### src/rtl/spi_reg_bridge.sv
// SPI slave byte stream to register bridge: a command byte picks read/write and a start
// address, then data bytes burst through a 16-entry map with 4-bit auto-increment.
module spi_reg_bridge #(
    parameter logic [7:0]  ID_VALUE    = 8'h5A,
    parameter int unsigned SYNC_STAGES = 2
) (
    input  logic        sysclk,
    input  logic        iReset,
    input  logic        iRxReady,
    input  logic [7:0]  iRx,
    input  logic        iSPICS,
    output logic        oTxReady,
    output logic [7:0]  oTx,
    input  logic [63:0] iStatus,
    output logic [55:0] oRegs,
    output logic [7:0]  oWrPulse,
    output logic        oFrameErr
);
    localparam int unsigned FlushW = $clog2(SYNC_STAGES + 1);

    typedef enum logic [1:0] {Idle, WData, RData} state_t;

    state_t                 state;
    logic [SYNC_STAGES-1:0] rxSync, csSync;
    logic                   rxPrev, csPrev;
    logic [FlushW-1:0]      flushCnt;
    logic                   armed;
    logic [3:0]             addr;
    logic                   dataSeen;
    logic [55:0]            regFile;

    logic       rxS, csS, byteStrobe, frameEnd;
    logic [3:0] rdAddr;
    logic [7:0] rdData;
    logic       inWDataAfter, seenAfter;

    assign rxS = rxSync[SYNC_STAGES-1];
    assign csS = csSync[SYNC_STAGES-1];
    // csPrev gates the strobe so a byte landing together with the CS rise is still taken
    assign byteStrobe = rxS & ~rxPrev & ~csPrev & armed;
    assign frameEnd   = csS & ~csPrev;
    assign oRegs      = regFile;

    always_comb begin
        rdAddr = (state == Idle) ? iRx[3:0] : addr;
        if (rdAddr == 4'h0) begin
            rdData = ID_VALUE;
        end else if (!rdAddr[3]) begin
            rdData = regFile[{rdAddr[2:0] - 3'd1, 3'b000} +: 8];
        end else begin
            rdData = iStatus[{rdAddr[2:0], 3'b000} +: 8];
        end

        // Frame-error decision looks at the state as it stands after this cycle's byte
        inWDataAfter = (state == WData);
        seenAfter    = dataSeen;
        if (byteStrobe) begin
            if (state == Idle) begin
                inWDataAfter = ~iRx[7];
                seenAfter    = 1'b0;
            end else if (state == WData) begin
                seenAfter = 1'b1;
            end
        end
    end

    always_ff @(posedge sysclk) begin
        if (iReset) begin
            rxSync    <= '0;
            csSync    <= '1;
            rxPrev    <= 1'b0;
            csPrev    <= 1'b1;
            flushCnt  <= '0;
            armed     <= 1'b0;
            state     <= Idle;
            addr      <= 4'h0;
            dataSeen  <= 1'b0;
            regFile   <= '0;
            oTx       <= 8'h00;
            oTxReady  <= 1'b0;
            oWrPulse  <= 8'h00;
            oFrameErr <= 1'b0;
        end else begin
            rxSync    <= {rxSync[SYNC_STAGES-2:0], iRxReady};
            csSync    <= {csSync[SYNC_STAGES-2:0], iSPICS};
            rxPrev    <= rxS;
            csPrev    <= csS;
            oTxReady  <= 1'b0;
            oWrPulse  <= 8'h00;
            oFrameErr <= 1'b0;

            // Bytes stay ignored after reset until CS is genuinely seen high
            if (flushCnt != FlushW'(SYNC_STAGES)) begin
                flushCnt <= flushCnt + FlushW'(1);
            end else if (csS) begin
                armed <= 1'b1;
            end

            if (byteStrobe) begin
                case (state)
                    Idle: begin
                        if (iRx[7]) begin
                            oTx      <= rdData;
                            oTxReady <= 1'b1;
                            addr     <= iRx[3:0] + 4'd1;
                            state    <= RData;
                        end else begin
                            addr     <= iRx[3:0];
                            dataSeen <= 1'b0;
                            state    <= WData;
                        end
                    end
                    WData: begin
                        if (addr != 4'h0 && !addr[3]) begin
                            regFile[{addr[2:0] - 3'd1, 3'b000} +: 8] <= iRx;
                            oWrPulse <= 8'd1 << addr[2:0];
                        end
                        dataSeen <= 1'b1;
                        addr     <= addr + 4'd1;
                    end
                    RData: begin
                        oTx      <= rdData;
                        oTxReady <= 1'b1;
                        addr     <= addr + 4'd1;
                    end
                    default: state <= Idle;
                endcase
            end

            if (frameEnd) begin
                state     <= Idle;
                oFrameErr <= inWDataAfter & ~seenAfter;
            end
        end
    end
endmodule

### config.mk
export PLATFORM = sky130hd
export DESIGN_NAME = spi_reg_bridge
export DESIGN_NICKNAME = d
export VERILOG_FILES = /design/src/rtl/spi_reg_bridge.sv
export SDC_FILE = /design/constraint.sdc
export NUM_CORES = 1
export LEC_CHECK = 0
export CORE_MARGIN = 2
export CORE_UTILIZATION = 30
export DETAILED_ROUTE_END_ITERATION = 12
export HOLD_SLACK_MARGIN = 0.08
export PLACE_DENSITY_LB_ADDON = 0.15
export SYNTH_ARGS = -nofsm -noshare
export SYNTH_HDL_FRONTEND = slang
export SYNTH_SLANG_ARGS = --single-unit
export TNS_END_PERCENT = 50
### constraint.sdc
create_clock -name sysclk -period 3.65 [get_ports sysclk]
set_input_delay 0.365 -clock sysclk [delete_from_list [all_inputs] [get_ports sysclk]]
set_output_delay 0.365 -clock sysclk [all_outputs]
set_load 0.005 [all_outputs]
# After elaboration in Yosys (flattened, before gate mapping)

Index checks and enable logic that the tools add are counted.

Input port bits: 76
ROM bits: 0
Logic and storage cells: 83
RAM bits: 0
Register bits after elaboration: 90
Memories: 0
Latch bits: 0
Output and inout port bits: 74

Reduce and logical (&&, ||, !) cells: 19
Bitwise gates (word level): 15
Eq/ne operators: 5
Muxes and demuxes: 19
Add/sub/neg operators: 6
Shifts and indexed selects: 5
Multipliers: 0
Div/mod/pow operators: 0
Order comparisons: 0

Operators with widths:

| cell                                                                   | count |
|---|---|
| 64-bit by 7-bit indexed part select with 8-bit output                  | 1 |
| 56-bit bitwise mux                                                     | 1 |
| 8-bit by 8-bit variable shift with 56-bit output, first input constant | 1 |
| 56-bit by 7-bit indexed part select with 8-bit output                  | 1 |
| 8-bit by 8-bit indexed part select with 56-bit output                  | 1 |
| 8-bit 2-to-1 mux                                                       | 3 |
| 8-bit one-hot mux with 2 select lines                                  | 1 |
| 1-bit inverter                                                         | 10 |
| 3-bit AND reduction                                                    | 3 |
| 4-bit by 1-bit adder with 4-bit output, second input constant          | 2 |
| 4-bit 2-to-1 mux                                                       | 2 |
| 6-bit negation with 8-bit output                                       | 1 |
| 4-bit one-hot mux with 2 select lines                                  | 1 |
| 2-bit OR reduction                                                     | 4 |
| 1-bit by 3-bit << shifter with 8-bit output, first input constant      | 1 |
| 1-bit 2-to-1 mux                                                       | 7 |
| 2-bit inequality test, second input constant                           | 3 |
| 2-bit AND reduction                                                    | 3 |
| 2-bit nonzero test                                                     | 3 |
| 3-bit by 1-bit subtractor with 3-bit output, second input constant     | 2 |
| 1-bit bitwise AND                                                      | 5 |
| 4-bit logical NOT                                                      | 1 |
| 1-bit one-hot mux with 2 select lines                                  | 2 |
| 2-bit one-hot mux with 2 select lines                                  | 1 |
| other kinds (9)                                                        | 9 |

# Longest topological paths before layout

Gate-level depths: netlist of run 1.

Depth after elaboration: 8
Gate-level depth with buffers: 11
Gate-level depth less buffers: 9

# Worst setup path before layout of run 1

Ideal clock, no wire load.

Kind: register to register
From: register addr[0]
To: register regFile[31] (netlist: oRegs[31])
Buffers on the path: 2
Period minus slack after synthesis: 2.893 ns
Setup time: 0.071 ns
Arrival time: 2.823 ns
Stages on the path, launching flop included: 10
Path slack: 0.757 ns
Path through: dfxtp_1 -> clkbuf_1 -> inv_1 -> ha_1 -> xnor2_1 -> ha_1 -> clkbuf_1 -> nor3b_1 -> or3b_1 -> a21oi_1

Cells in the longest elaborated chain, start to end: 4
Elaborated cells on any way between the ends: 8
Classes of those cells: 2 x add/sub; 2 x shift; 1 x mux; 3 x reduce/logical

Ends and longest elaborated chain:

| what                                                                                                                             | RTL line | RTL |
|---|---|---|
| start: declaration                                                                                                               | 28       | `logic [3:0] addr;` |
| start signal: assignment                                                                                                         | 105      | `addr <= iRx[3:0] + 4'd1;` |
| start signal: assignment                                                                                                         | 108      | `addr <= iRx[3:0];` |
| start signal: assignment                                                                                                         | 119      | `addr <= addr + 4'd1;` |
| 3-bit by 1-bit subtractor with 3-bit output                                                                                      | 115      | `regFile[{addr[2:0] - 3'd1, 3'b000} +: 8] <= iRx;` |
| 6-bit negation with 8-bit output                                                                                                 | 115      |  |
| 8-bit by 8-bit indexed part select with 56-bit output / 8-bit by 8-bit variable shift with 56-bit output (equally long branches) | 115      |  |
| 56-bit bitwise mux                                                                                                               | 115      |  |
| end signal: indexed assignment                                                                                                   | 115      |  |
| end: declaration                                                                                                                 | 30       | `logic [55:0] regFile;` |

Several ways; a longest one is shown, not always the timed one.
A chain may end at the register's enable or synchronous reset.

# Final worst setup path of run 1

From: register state[0]
To: register oTx[1]

Cells in the longest elaborated chain, start to end: 8
Elaborated cells on any way between the ends: 14
Classes of those cells: 1 x add/sub; 2 x eq/ne; 2 x shift; 5 x mux; 4 x reduce/logical

Ends and longest elaborated chain:

| what                                                  | RTL line | RTL |
|---|---|---|
| start: declaration                                    | 23       | `state_t state;` |
| start signal: assignment                              | 75       | `state <= Idle;` |
| start signal: assignment                              | 106      | `state <= RData;` |
| start signal: assignment                              | 110      | `state <= WData;` |
| 2-bit logical NOT                                     | 45, 100  |  |
| 4-bit 2-to-1 mux                                      | 45       | `rdAddr = (state == Idle) ? iRx[3:0] : addr;` |
| 3-bit by 1-bit subtractor with 3-bit output           | 49       | `rdData = regFile[{rdAddr[2:0] - 3'd1, 3'b000} +: 8];` |
| 56-bit by 7-bit indexed part select with 8-bit output | 49       |  |
| 8-bit 2-to-1 mux                                      | 48       | `end else if (!rdAddr[3]) begin` |
| 8-bit 2-to-1 mux                                      | 46       | `if (rdAddr == 4'h0) begin` |
| 8-bit 2-to-1 mux                                      | 102      | `if (iRx[7]) begin` |
| 8-bit one-hot mux with 2 select lines                 | 100      | `case (state)` |
| end signal: assignment                                | 103      | `oTx <= rdData;` |
| end signal: assignment                                | 122      | `oTx <= rdData;` |
| end: declaration                                      | 13       | `output logic [7:0] oTx,` |

Several ways; a longest one is shown, not always the timed one. The select of a mux whose other input is x is not followed.

==> impl_metrics.json, run 1 <==
{
  "post-dp-hpwl_um": 13300,
  "syn_inst": 575,
  "reg2reg_slack_ns": 0.78,
  "antennaDiodeCount": 0,
  "io_buffers": 149,
  "ir_worst_vdd_mv": 0.215,
  "post-route-period-util_pct": 78.7,
  "crit_type": "reg2reg",
  "syn_area_per_cell_um2": 8.69,
  "drt_wl_total_um": 17700,
  "nFillCells": 1606,
  "drt_iter0_drc": 342,
  "maxSlewViolCount": 0,
  "rsz0062_at_grt": "false",
  "hold_viol": 0,
  "dp_cells": 921,
  "leakagePower_nw": 2.75,
  "grt.total_usage_pct": 19.9,
  "synth_top_cell_area_share_pct": 36.0,
  "instances_no_fill": 937,
  "tns_ns": 0,
  "setup_violations": 0,
  "startpoint_type": "flip-flop",
  "first_pass_iters": 5,
  "crit_path_max_fanout": 24,
  "die_h_um": 133,
  "ctsHtreeMaxLevel": 3,
  "fp.dieW_um": 133,
  "synth.distinct_cells": 61,
  "cts_resized": 0,
  "cts-root-buf": "clkbuf_16",
  "drv_cap": 0,
  "relSlewSlack_pct": 41.3,
  "design.die.area_um2": 17700,
  "place_congestion": 0.856,
  "clk_pin_slew_ns": 0.07,
  "overflow": 0,
  "cts_tree": "done",
  "max_freq_mhz": 348,
  "synthFlopType": "dfxtp_1",
  "post-route-drc-count": 0,
  "p_per_area_nw_per_um2": 317,
  "min_period_ns": 2.87,
  "outcome": "finished, final reports clean",
  "antenna_left": 0,
  "start_util_pct": 30.5,
  "synth_edf_count": 0,
  "clock_path_buffers": 2,
  "vias": 4827,
  "clock-sinks": 90,
  "avgViaCountPerCell": 5.15,
  "synth_area_leader_cell": "dfxtp_1",
  "grt_pass1_vias": 4695,
  "numCtsBuffers": 9,
  "ctsHoldBuffers": 0,
  "ys_seq_elements": 90,
  "tightest_slew_ns": 0.881,
  "post_cts_buffers": 0,
  "required_ns": 3.85,
  "async_flop_share_pct": 0,
  "yosysSeqAreaShare_pct": 36.0,
  "core_area_um2": 16400,
  "hold_class": "in2reg",
  "most-common-layout-cells": "clkdlybuf4s50_1 (148), dfxtp_1 (90), nand2_1 (79), nor2_1 (65), mux2i_1 (53)",
  "grt_first_pass_wirelength_um": 27300,
  "nets": 803,
  "grt_max_degree": 82,
  "pin_count": 150,
  "syn-num-nets": 666,
  "avgRoutedWirePerCell_um": 18.9,
  "synth-warning-count": 0,
  "layout-drive-gt1-share_pct": 8.79,
  "layout_commonest_cell": "clkdlybuf4s50_1",
  "area_growth_pct": 39.6,
  "worstPathArrival_ns": 3.07,
  "netlist_area_um2": 5000,
  "antenna_found_initial": 0,
  "clk_latency_ns": 0.35,
  "rows": 47,
  "clock_skew_ns": 0.0105,
  "ys_top_cells_by_area": "dfxtp_1 (36%), mux2i_1 (11%), nand2_1 (5.9%), nor2_1 (4.9%), mux4_2 (4.1%)",
  "end_kind": "flip-flop"
}
-- critical path: stages, from the launching register on --
cell	delay, ns
dfxtp_1	0.33
inv_1	0.12
ha_1	0.35
buf_4	0.36
mux2i_1	0.64
a211oi_1	0.23
or3_1	0.41
a21oi_1	0.20
nor4_1	0.08
-- area by class of cell --
type / instances / area, um^2 / area share, %
clock buffers: 10 / 239 / 3.42
flip-flops and latches: 90 / 1800 / 25.8
well taps: 220 / 275 / 3.94
inverters: 11 / 41.3 / 0.592
multi-input cells: 438 / 2980 / 42.7
clock inverters: 6 / 60.1 / 0.861
repair buffers: 162 / 1580 / 22.7
-- per-stage QoR --
stage	util, %	hold WS (ns)	instance area [um^2]	power [W]	setup slack (ns)
finish	42.5	0.397	6980	0.00222	0.777
global route	42.5	0.409	6980	0.00230	0.567
CTS	42.5	0.386	6980	0.00224	0.834
detailed placement	40.7	0.401	6680	0.00130	0.770
global placement	40.7	0.401	6680	0.00129	0.792
floorplan	-	0.389	5000	0.00117	0.757
-- where the power goes --
group	internal (W)	total (W)	switching [W]	leakage, nW
Clock	0.000495	0.000934	0.000439	0.146
Sequential	0.000999	0.00101	0.0000103	0.727
Combinational	0.000138	0.000272	0.000134	1.87
Total	0.00163	0.00222	0.000583	2.75
-- routing by layer --
metal	part of all wire [%]	track usage [%]	vias to the layer above
li1	-	-	2326
met1	49	28.9	2313
met2	44	29.9	174
met3	6.0	4.52	14
met4	1.0	4.66	0
met5	0	0	-
-- synth_stat cells (3+ instances only) --
master / count
a211oi_1: 3
a21oi_1: 34
a22oi_1: 7
a31oi_1: 7
a32oi_1: 8
and2_1: 22
buf_2: 11
buf_6: 5
clkbuf_1: 18
dfxtp_1: 90
ha_1: 15
inv_1: 11
mux2_2: 4
mux2i_1: 55
mux4_2: 9
nand2_1: 79
nand2b_1: 6
nand3_1: 22
nand4_1: 4
nand4_2: 3
nor2_1: 65
nor2b_1: 6
nor3_1: 6
nor3b_1: 3
nor4_1: 4
o2111ai_1: 3
o21ai_0: 10
o21ai_1: 3
o22ai_1: 6
o2bb2ai_1: 3
or2_1: 3
or2_2: 8
xor2_1: 3
-- kinds of logic after synthesis --
kind of cell	count (synthesis)	share of synthesized area, %
other	1	0.0750
AOI/OAI and AO/OA	100	13.2
adders and majority gates	15	3.75
xor gates and xnor gates	5	0.876
DFF	90	36.0
and+or+nand+nor	246	24.4
muxes	71	17.1
buffers and inverters	47	4.56
-- registers in the layout (all words and copies together), names as in the netlist, 2 cells and up --
| name | flops |
|---|---|
| csSync | 2 |
| oRegs | 56 |
| oWrPulse | 8 |
| state | 2 |
| oTx | 8 |
| addr | 4 |
| flushCnt | 2 |
| rxSync | 2 |
-- worst paths after layout --
kind	from	endpoint	depth (start not counted)
worst max-delay path	state[0]$_SDFFE_PP0P_	oTx[1]$_SDFFE_PP0P_	8
worst min-delay path	iReset	oFrameErr$_SDFF_PP0_	4
worst max register to register	state[0]$_SDFFE_PP0P_	oTx[1]$_SDFFE_PP0P_	8
worst min register to register	csSync[0]$_SDFF_PP1_	csSync[1]$_SDFF_PP1_	1
(Power assumes the default switching activity.)
==> inputs of run 2 (changes only) <==
==> constraint.sdc (replaced) <==
create_clock -name sysclk -period 2.7 [get_ports sysclk]
set_input_delay 0.27 -clock sysclk [delete_from_list [all_inputs] [get_ports sysclk]]
set_output_delay 0.27 -clock sysclk [all_outputs]
set_load 0.005 [all_outputs]
==> run 2 against run 1 <==
Via count shrank 0.70%. Maximum frequency grew 17%. First-iteration DRC count shrank 1.8%. Register-to-register slack lost 0.53 ns. Combinational power grew 38%. Sequential power grew 35%. Sequential cell count is the same. Power grew 34%. Clock skew is essentially flat. Critical path type unchanged. Critical endpoint is now oTx[5]$_SDFFE_PP0P_. Largest cell class unchanged.
==> impl_metrics.json, run 2 (synthesized netlist as in run 1, its figures left out) <==
{
  "place_area_um2": 6800,
  "maxSlewViolCount": 0,
  "crit_buf_inv": 2,
  "clock_skew_ns": 0.0107,
  "design.die.area_um2": 17700,
  "cts-root-buf": "clkbuf_16",
  "required_ns": 2.93,
  "hold_viol": 0,
  "clock_path_buffers": 2,
  "p_per_area_nw_per_um2": 419,
  "drt-met1-wl_um": 8280,
  "critPathTopFamily": "multiplexers",
  "pin_count": 150,
  "rsz0062_at_grt": "false",
  "grt_first_pass_wirelength_um": 27100,
  "r2r_cells": 8,
  "nets": 817,
  "place_congestion": 0.886,
  "ir_worst_vdd_mv": 0.313,
  "crit_type": "reg2reg",
  "io_buffers": 149,
  "avgViaCountPerCell": 5.04,
  "clock-sinks": 90,
  "cts_tree": "done",
  "die_h_um": 133,
  "power_w": 0.00298,
  "setup_violations": 0,
  "worstReg2RegStart": "state[0]$_SDFFE_PP0P_",
  "wl_met3_um": 1040,
  "post-route-period-util_pct": 90.8,
  "drt_wl_total_um": 17500,
  "grt.total_usage_pct": 19.7,
  "antenna_left": 0,
  "clk_pin_slew_ns": 0.07,
  "area_growth_pct": 42.0,
  "first_pass_iters": 5,
  "largest_reg_flops": 56,
  "leakagePower_nw": 2.82,
  "relSlewSlack_pct": 41.8,
  "layout_commonest_cell": "clkdlybuf4s50_1",
  "ctsHoldBuffers": 0,
  "met2_length_um": 7890,
  "most-common-layout-cells": "clkdlybuf4s50_1 (148), dfxtp_1 (90), nand2_1 (79), nor2_1 (64), mux2i_1 (53)",
  "cp_num_cells": 8,
  "hold_class": "in2reg",
  "vias": 4793,
  "final_area_um2": 7100,
  "ctsHtreeMaxLevel": 3,
  "numCtsBuffers": 9,
  "rr_endpoint": "oTx[5]$_SDFFE_PP0P_",
  "start_util_pct": 30.5,
  "grt_pass1_vias": 4792,
  "tightest_slew_ns": 0.873,
  "crit_chain": "inv_1, ha_2, buf_4, mux2_2, nor2_2, a32oi_1, a32oi_1, o21ai_1",
  "path_common_cell": "a32oi_1",
  "routed.top_layer": "met4",
  "reg2reg_slack_ns": 0.25,
  "post-dp-hpwl_um": 13300,
  "hold_end": "oFrameErr$_SDFF_PP0_",
  "outcome": "finished, final reports clean",
  "avgRoutedWirePerCell_um": 18.4,
  "tns_ns": 0,
  "core_area_um2": 16400,
  "antennaDiodeCount": 0,
  "post-route-drc-count": 0,
  "fp.dieW_um": 133,
  "layout-drive-gt1-share_pct": 10.9,
  "end_kind": "flip-flop",
  "crit_path_max_fanout": 19,
  "cpPeakStageDelay_ns": 0.49,
  "grt_max_degree": 82,
  "worstPathArrival_ns": 2.69,
  "clk_latency_ns": 0.35,
  "min_period_ns": 2.45,
  "critPathSlowestCell": "mux2_2",
  "startpoint_type": "flip-flop",
  "hp-start": "iReset",
  "drv_cap": 0,
  "holdPathStages": 4,
  "max_freq_mhz": 408,
  "antenna_found_initial": 0,
  "overflow": 0,
  "rows": 47,
  "drt_iter0_drc": 336
}
run 2: report_power, final:
group | total (W) | leakage (nW) | switching [W] | internal [W]
registers | 0.00136 | 0.727 | 0.0000128 | 0.00135
clock network | 0.00124 | 0.139 | 0.000596 | 0.000641
logic | 0.000375 | 1.95 | 0.000181 | 0.000194
run 2: worst max-delay path by stage:
| stage | endpoint | start | slack, ns |
|---|---|---|---|
| detailed placement | oTx[2]$_SDFFE_PP0P_ | state[0]$_SDFFE_PP0P_ | 0.04 |
| global route | oTx[2]$_SDFFE_PP0P_ | state[0]$_SDFFE_PP0P_ | 0.06 |
| CTS | oTx[2]$_SDFFE_PP0P_ | state[0]$_SDFFE_PP0P_ | 0.04 |
| finish | oTx[5]$_SDFFE_PP0P_ | state[0]$_SDFFE_PP0P_ | 0.25 |
| global placement | oTx[5]$_SDFFE_PP0P_ | state[0]$_SDFFE_PP0P_ | 0.22 |
| floorplan | oRegs[1]$_SDFFE_PP0P_ | addr[0]$_SDFFE_PP0P_ | 0.007 |
run 2: stage by stage:
step | setup WS, ns | utilization [%] | cells | hold WS, ns
floorplan | 0.00694 | - | 575 | 0.374
global placement | 0.225 | 41.5 | 935 | 0.401
detailed placement | 0.0361 | 41.5 | 935 | 0.402
CTS | 0.0402 | 43.2 | 951 | 0.283
global route | 0.0558 | 43.2 | 951 | 0.323
finish | 0.247 | 43.2 | 951 | 0.296
run 2: timing repair:
| item | in CTS | in global routing |
|---|---|---|
| setup endpoints to repair | 0 | 5 |
| setup buffers | 0 | 0 |
| endpoints found under the hold margin | 0 | 0 |
| resized for setup | 0 | 2 |
run 2: layer usage:
layer | up-vias | global-route usage (%)
li1 | 2351 | -
met5 | - | 0
met3 | 18 | 4.33
met1 | 2267 | 27.4
met2 | 157 | 30.5
met4 | 0 | 6.27
run 2: layout make-up:
| cell class | instances | area, um^2 |
|---|---|---|
| Sequential cell | 90 | 1800 |
| Fill cell | 1571 | 9310 |
| Multi-Input combinational cell | 438 | 2990 |
| Clock buffer | 9 | 225 |
| Inverter | 11 | 41.3 |
| Clock inverter | 7 | 63.8 |
| Timing Repair Buffer | 176 | 1700 |
| Tap cell | 220 | 275 |
run 2: worst min-delay path, delay by kind of cell:
family	cells	cell delay, ns
buf+inv	2	0.17
compound gates	2	0.15
